===== config.mk =====
export PLATFORM = sky130hd
export DESIGN_NAME = tile_index_gen
export DESIGN_NICKNAME = d
export VERILOG_FILES = /design/src/rtl/tile_index_gen.sv
export SDC_FILE = /design/constraint.sdc
export NUM_CORES = 1
export LEC_CHECK = 0
export CELL_PAD_IN_SITES_DETAIL_PLACEMENT = 2
export CELL_PAD_IN_SITES_GLOBAL_PLACEMENT = 2
export CORE_MARGIN = 4
export CORE_UTILIZATION = 26
export CTS_BUF_LIST = sky130_fd_sc_hd__clkbuf_4
export DETAILED_ROUTE_END_ITERATION = 7
export PLACE_DENSITY = 0.66
export SETUP_SLACK_MARGIN = 0.05
export SYNTH_ARGS = -nofsm -noshare
export SYNTH_HDL_FRONTEND = slang
export SYNTH_SLANG_ARGS = --single-unit

===== constraint.sdc =====
create_clock -name clk -period 3.7 [get_ports clk]
set_input_delay 0.37 -clock clk [delete_from_list [all_inputs] [get_ports clk]]
set_output_delay 0.37 -clock clk [all_outputs]
set_load 0.01 [all_outputs]

===== src/rtl/tile_index_gen.sv =====
// Pixel-position walker that keeps pos, pos/9 and pos%9 in step, with a
// multiply-back load path (pos = 9*q + r) to jump to an arbitrary tile.
module tile_index_gen #(
  parameter int unsigned POS_W   = 13,
  parameter int unsigned Q_W     = 10,
  parameter int unsigned MAX_POS = 1439
) (
  input  logic             clk,
  input  logic             reset_n,
  input  logic             sol,
  input  logic             pix_en,
  input  logic             load_valid,
  output logic             load_ready,
  input  logic [Q_W-1:0]   load_q,
  input  logic [3:0]       load_r,
  output logic [POS_W-1:0] pos,
  output logic [Q_W-1:0]   quo,
  output logic [3:0]       rem,
  output logic             quo_lsb,
  output logic             eol,
  output logic             load_err
);

  typedef enum logic [1:0] {StRun, StMul, StCheck} state_e;

  localparam logic [POS_W-1:0] PosMax  = POS_W'(MAX_POS);
  localparam logic [POS_W:0]   ProdMax = (POS_W + 1)'(MAX_POS);

  state_e           state_q, state_d;
  logic [POS_W-1:0] pos_q, pos_d;
  logic [Q_W-1:0]   quo_q, quo_d;
  logic [3:0]       rem_q, rem_d;
  logic             eol_q, eol_d;
  logic             err_q, err_d;
  logic [Q_W-1:0]   ld_q_q, ld_q_d;
  logic [3:0]       ld_r_q, ld_r_d;
  logic [POS_W:0]   prod_q, prod_d;
  logic             accept;
  logic [POS_W:0]   q_ext;

  assign load_ready = (state_q == StRun) & ~sol;
  assign accept     = load_valid & load_ready;
  assign q_ext      = (POS_W + 1)'(ld_q_q);

  always_comb begin
    state_d = state_q;
    pos_d   = pos_q;
    quo_d   = quo_q;
    rem_d   = rem_q;
    eol_d   = 1'b0;
    err_d   = 1'b0;
    ld_q_d  = ld_q_q;
    ld_r_d  = ld_r_q;
    prod_d  = prod_q;

    if (sol) begin
      // Start of line wins over everything and silently drops a pending load.
      state_d = StRun;
      pos_d   = '0;
      quo_d   = '0;
      rem_d   = '0;
    end else begin
      unique case (state_q)
        StRun: begin
          if (pix_en) begin
            if (pos_q == PosMax) begin
              pos_d = '0;
              quo_d = '0;
              rem_d = '0;
              eol_d = 1'b1;
            end else begin
              pos_d = pos_q + POS_W'(1);
              if (rem_q == 4'd8) begin
                rem_d = '0;
                quo_d = quo_q + Q_W'(1);
              end else begin
                rem_d = rem_q + 4'd1;
              end
            end
          end
          if (accept) begin
            ld_q_d  = load_q;
            ld_r_d  = load_r;
            state_d = StMul;
          end
        end
        StMul: begin
          prod_d  = (q_ext << 3) + q_ext + (POS_W + 1)'(ld_r_q);
          state_d = StCheck;
        end
        StCheck: begin
          if ((ld_r_q > 4'd8) || (prod_q > ProdMax)) begin
            err_d = 1'b1;
          end else begin
            pos_d = prod_q[POS_W-1:0];
            quo_d = ld_q_q;
            rem_d = ld_r_q;
          end
          state_d = StRun;
        end
        default: state_d = StRun;
      endcase
    end
  end

  always_ff @(posedge clk or negedge reset_n) begin
    if (!reset_n) begin
      state_q <= StRun;
      pos_q   <= '0;
      quo_q   <= '0;
      rem_q   <= '0;
      eol_q   <= 1'b0;
      err_q   <= 1'b0;
      ld_q_q  <= '0;
      ld_r_q  <= '0;
      prod_q  <= '0;
    end else begin
      state_q <= state_d;
      pos_q   <= pos_d;
      quo_q   <= quo_d;
      rem_q   <= rem_d;
      eol_q   <= eol_d;
      err_q   <= err_d;
      ld_q_q  <= ld_q_d;
      ld_r_q  <= ld_r_d;
      prod_q  <= prod_d;
    end
  end

  assign pos      = pos_q;
  assign quo      = quo_q;
  assign rem      = rem_q;
  assign quo_lsb  = quo_q[0];
  assign eol      = eol_q;
  assign load_err = err_q;

endmodule


======== Yosys cells after proc, flatten, opt, wreduce, memory -nomap -nowiden ========
Cells that the tools add are included.
storage, ports and cells
  output and inout port bits .............. 31
  bits in registers ....................... 59
  word-level logic and storage cells ...... 61
  bits of input ports ..................... 19
cells by class
  equality and inequality tests ........... 8
  multiplexer cells ....................... 27
  bitwise logic cells ..................... 3
  reduce and logical (&&, ||, !) cells .... 7
  add/sub/neg operators ................... 5
  $lt $le $gt $ge ......................... 2
operators with widths
  operator                                                                            count
  13-bit two-way mux                                                                  4
  10-bit two-way mux                                                                  5
  13-bit one-hot mux with 2 select lines                                              1
  4-bit two-way mux                                                                   5
  10-bit one-hot mux with 2 select lines                                              1
  13-bit by 10-bit adder with 14-bit output                                           1
  14-bit by 4-bit adder with 14-bit output                                            1
  14-bit by 11-bit greater-than comparator with 1-bit output (second input constant)  1
  13-bit by 1-bit adder with 13-bit output (second input constant)                    1
  13-bit by 11-bit == test with 1-bit output (second input constant)                  1
  10-bit by 1-bit adder with 10-bit output (second input constant)                    1
  3-bit != test (second input constant)                                               3
  4-bit one-hot mux with 2 select lines                                               1
  1-bit two-way mux                                                                   7
  3-bit AND reduction                                                                 2
  4-bit by 1-bit adder with 4-bit output (second input constant)                      1
  4-bit == test (second input constant)                                               1
  4-bit greater-than comparator (second input constant)                               1
  2-bit two-way mux                                                                   2
  4-bit by 2-bit != test with 1-bit output (second input constant)                    1
  2-bit one-hot mux with 2 select lines                                               1
  4-bit AND reduction                                                                 1
  3-bit nonzero test                                                                  1
  1-bit AND                                                                           2
  other kinds (6)                                                                     6

======== Logic depth before layout (Yosys ltp) ========
  depth after elaboration ................. 6
  depth in mapped cells ................... 10
  gate-level depth less buffers ........... 10

======== Worst setup path before layout ========
Ideal clock, no wire load.
  path type ............................... register to register
  start ................................... reg ld_q_q[1]
  end ..................................... reg prod_q[11]
  period minus slack after synthesis ...... 2.516 ns
  stages on the path, launching flop included .. 10
  arrival ................................. 2.382 ns
  library setup time ...................... 0.134 ns
  required time ........................... 3.566 ns
  path slack .............................. 1.184 ns
  path buffers ............................ 0
  cells stage by stage .................... dfrtp_1 > ha_1 > ha_1 > fa_1 > a211oi_1 > o21ai_0 > a31o_2 > a21oi_1 > xor2_1 > o21ai_0
on the way
  longest elaborated chain between the ends .. 2
RTL lines
  item                                       line  source
  from (decl)                                35    logic [Q_W-1:0] ld_q_q, ld_q_d;
  from (signal assigned)                     124   ld_q_q <= ld_q_d;
  13-bit by 10-bit adder with 14-bit output  88    prod_d = (q_ext << 3) + q_ext + (POS_W + 1)'(ld_r_q);
  14-bit by 4-bit adder with 14-bit output   88
  to (signal assigned)                       126   prod_q <= prod_d;
  to (decl)                                  37    logic [POS_W:0] prod_q, prod_d;
Every way passes these cells.
A chain may end at the register's enable or synchronous reset.

======== Final worst setup path ========
Ends and elaborated chain as after synthesis.

==> results.yml <==
status:
  status: "finished clean"
route:
  wl_per_cell_um: 19.8
  vias_per_cell: 5.15
  via_count: 3143
  wirelength_um: 12100
  drt-pass1-iter-count: 5
  drt.antenna.violating_nets: 0
  drc_errors: 0
  drt_iter0_drc: 105
floorplan:
  fp-row-count: 42
  core_um2: 13400
  start_util_pct: 26.8
  dieArea_um2: 15800
  fp.dieW_um: 126
  ioPinCount: 50
  die_y_um: 126
yosys:
  async_reset_ff_share_pct: 100
  synth_edf_count: 0
  syn_area_um2: 3590
  syn_inst: 377
  ys_ff_latch: 59
  yosysSeqAreaShare_pct: 41.1
  synth_ff_type: "dfrtp_1"
  yosys_warnings: 0
  synth_fp_nets: 421
  avgSynthCellArea_um2: 9.54
  synth_cell_types: 62
setup_path:
  r2r-start: "ld_q_q[1]"
  end_kind: "flip-flop"
  worst_ep_arrival_time_ns: 3.10
  crit_type: "flip-flop to flip-flop"
  r2r-end: "prod_q[11]"
  reg2reg_depth: 9
  cp.required_ns: 3.99
  r2r_slack_ns: 0.89
  cp_max_fo: 4
  cp-start-kind: "flip-flop"
cts:
  path_clk_slew_ns: 0.12
  cts-root-buf: "clkbuf_4"
  post-cts-setup-buffers: 0
  ctsResizeCount: 0
  cts_buffer_depth: 2
  cts_hold_buf: 0
  cts-htree-levels: 3
  insertion_delay_ns: 0.45
  cts_buffers: 9
  cts_tree: "yes"
  cts.sinks: 59
place:
  hpwl_um: 9140
  pre_cts_ws_ns: 0.885
  place_area_um2: 4230
  place_congestion: 0.827
  port_buffers: 49
finish:
  layout-drive-gt1-share_pct: 10.9
  layout_commonest_cell: "dfrtp_1"
  final_cell_mix: "dfrtp_1, nand2_1, clkdlybuf4s50_1"
  fin_area_um2: 4360
  areaGrowthSynthToFinish_pct: 21.3
  postLayoutCoreUtil_pct: 32.5
  fillers: 1505
  nets: 472
global_route:
  antenna_found_initial: 1
  grt_pass1_wl_um: 19700
  grt-ovfl-total: 0
  grt_max_degree: 41
  first_global_vias: 3465
  grt_use_total_pct: 15.7
sta:
  fmax_mhz: 356
  rsz0062_at_grt: "no"
  finalCritPeriodShare_pct: 75.9
  finalHoldViolCount: 0
  period_needed_ns: 2.81
  slew_headroom_pct: 33.7
  tns_ns: 0
  setup_violations: 0
  worst_pin_slew_ns: 0.995
  finClkSkew_ns: 0.0226
  setup_ws_ns: 0.892
  slew_viol_final: 0
hold_path:
  hold_class: "primary input to asynchronous set/reset pin"
power_and_ir_drop:
  power.density_nw_per_um2: 519
  vdd_drop_max_uv: 190
  total_leakage_power_nw: 1.88
run:
  drv_cap: 0
## critical path, cell delays in order, from the launching register on
cell and delay [ns]:
dfrtp_1 0.44, ha_1 0.31, ha_1 0.24, fa_1 0.45, a211oi_1 0.32, o21ai_0 0.17, a31o_2 0.27, a21oi_1 0.20
xor2_1 0.16, o21ai_0 0.10
## Yosys cell counts (all sizes together), types with 5 or more instances
cell type,n,share of area (%)
a21oi,20,2.8
a22o,5,1.2
and3,8,1.6
buf,9,2.3
clkbuf,6,0.94
dfrtp,59,41
ha,23,8.0
inv,13,1.4
mux2,13,4.1
nand2,48,5.0
nand3,13,1.8
nor2,27,3.0
nor3,7,0.97
nor3b,5,1.0
o21ai,48,6.7
xnor2,5,1.2
xor2,10,2.4
## registers in the layout, summed over array words and instances (netlist names)
signal and flops:
ld_r_q 4, quo 10, ld_q_q 10, load_err 1, eol 1, prod_q 14
rem 4, state_q 2, pos 13
## routing by layer
metal | global-route usage, % | share of wire [%] | vias to the layer above
li1 | - | - | 1465
met1 | 21.5 | 49 | 1624
met2 | 25.1 | 47 | 44
met3 | 3.75 | 3.0 | 10
met4 | 3.83 | 1.2 | 0
met5 | 0 | 0 | -
## logic make-up (layout without fill, tap and decap cells)
logic type / count (synthesis) / in the layout / share of synthesized area (%)
simple gates: 125 / 125 / 17.2
compound gates: 112 / 112 / 20.3
flops: 59 / 59 / 41.1
buf+inv: 28 / 84 / 4.63
fa+ha+maj: 25 / 25 / 9.12
xor+xnor: 15 / 15 / 3.65
mux: 13 / 13 / 4.07
other cells: 0 / 1 / 0
## area by class of cell
| cell class | instances | area [um^2] | area share [%] |
|---|---|---|---|
| clock buffer | 10 | 75.1 | 1.72 |
| tap | 176 | 220 | 5.05 |
| antenna | 1 | 2.50 | 0.0574 |
| timing repair buffer | 55 | 531 | 12.2 |
| multi-input combinational | 290 | 1950 | 44.8 |
| clock inverter | 6 | 56.3 | 1.29 |
| inverter | 13 | 48.8 | 1.12 |
| sequential | 59 | 1480 | 33.8 |
## power by group
group          total [mW]  internal [mW]  switching (mW)  leakage [nW]
Sequential          0.935          0.772           0.163         0.766
Combinational       0.854          0.385           0.468          1.04
Clock               0.475          0.208           0.268        0.0736
## metrics by stage
| stage | std cells | hold WS (ns) | power (mW) |
|---|---|---|---|
| after floorplan | 377 | 0.0744 | 1.46 |
| after global placement | 593 | 0.468 | 1.77 |
| after detailed placement | 593 | 0.483 | 1.81 |
| after CTS | 609 | 0.0901 | 2.30 |
| after global routing | 610 | 0.111 | 2.44 |
| final | 610 | 0.0589 | 2.26 |
## how the worst max path moves through the flow
stage               slack [ns]         end  depth (start not counted)      start
finish                    0.89  prod_q[11]                          9  ld_q_q[1]
global route              0.65  prod_q[11]                          9  ld_q_q[1]
CTS                       0.88  prod_q[11]                          9  ld_q_q[1]
detailed placement        0.89      pos[0]                          6     pix_en
global placement          0.91  prod_q[11]                          9  ld_q_q[1]
floorplan                 1.18  prod_q[11]                          9  ld_q_q[1]
Power figures use the tool's default switching activity.
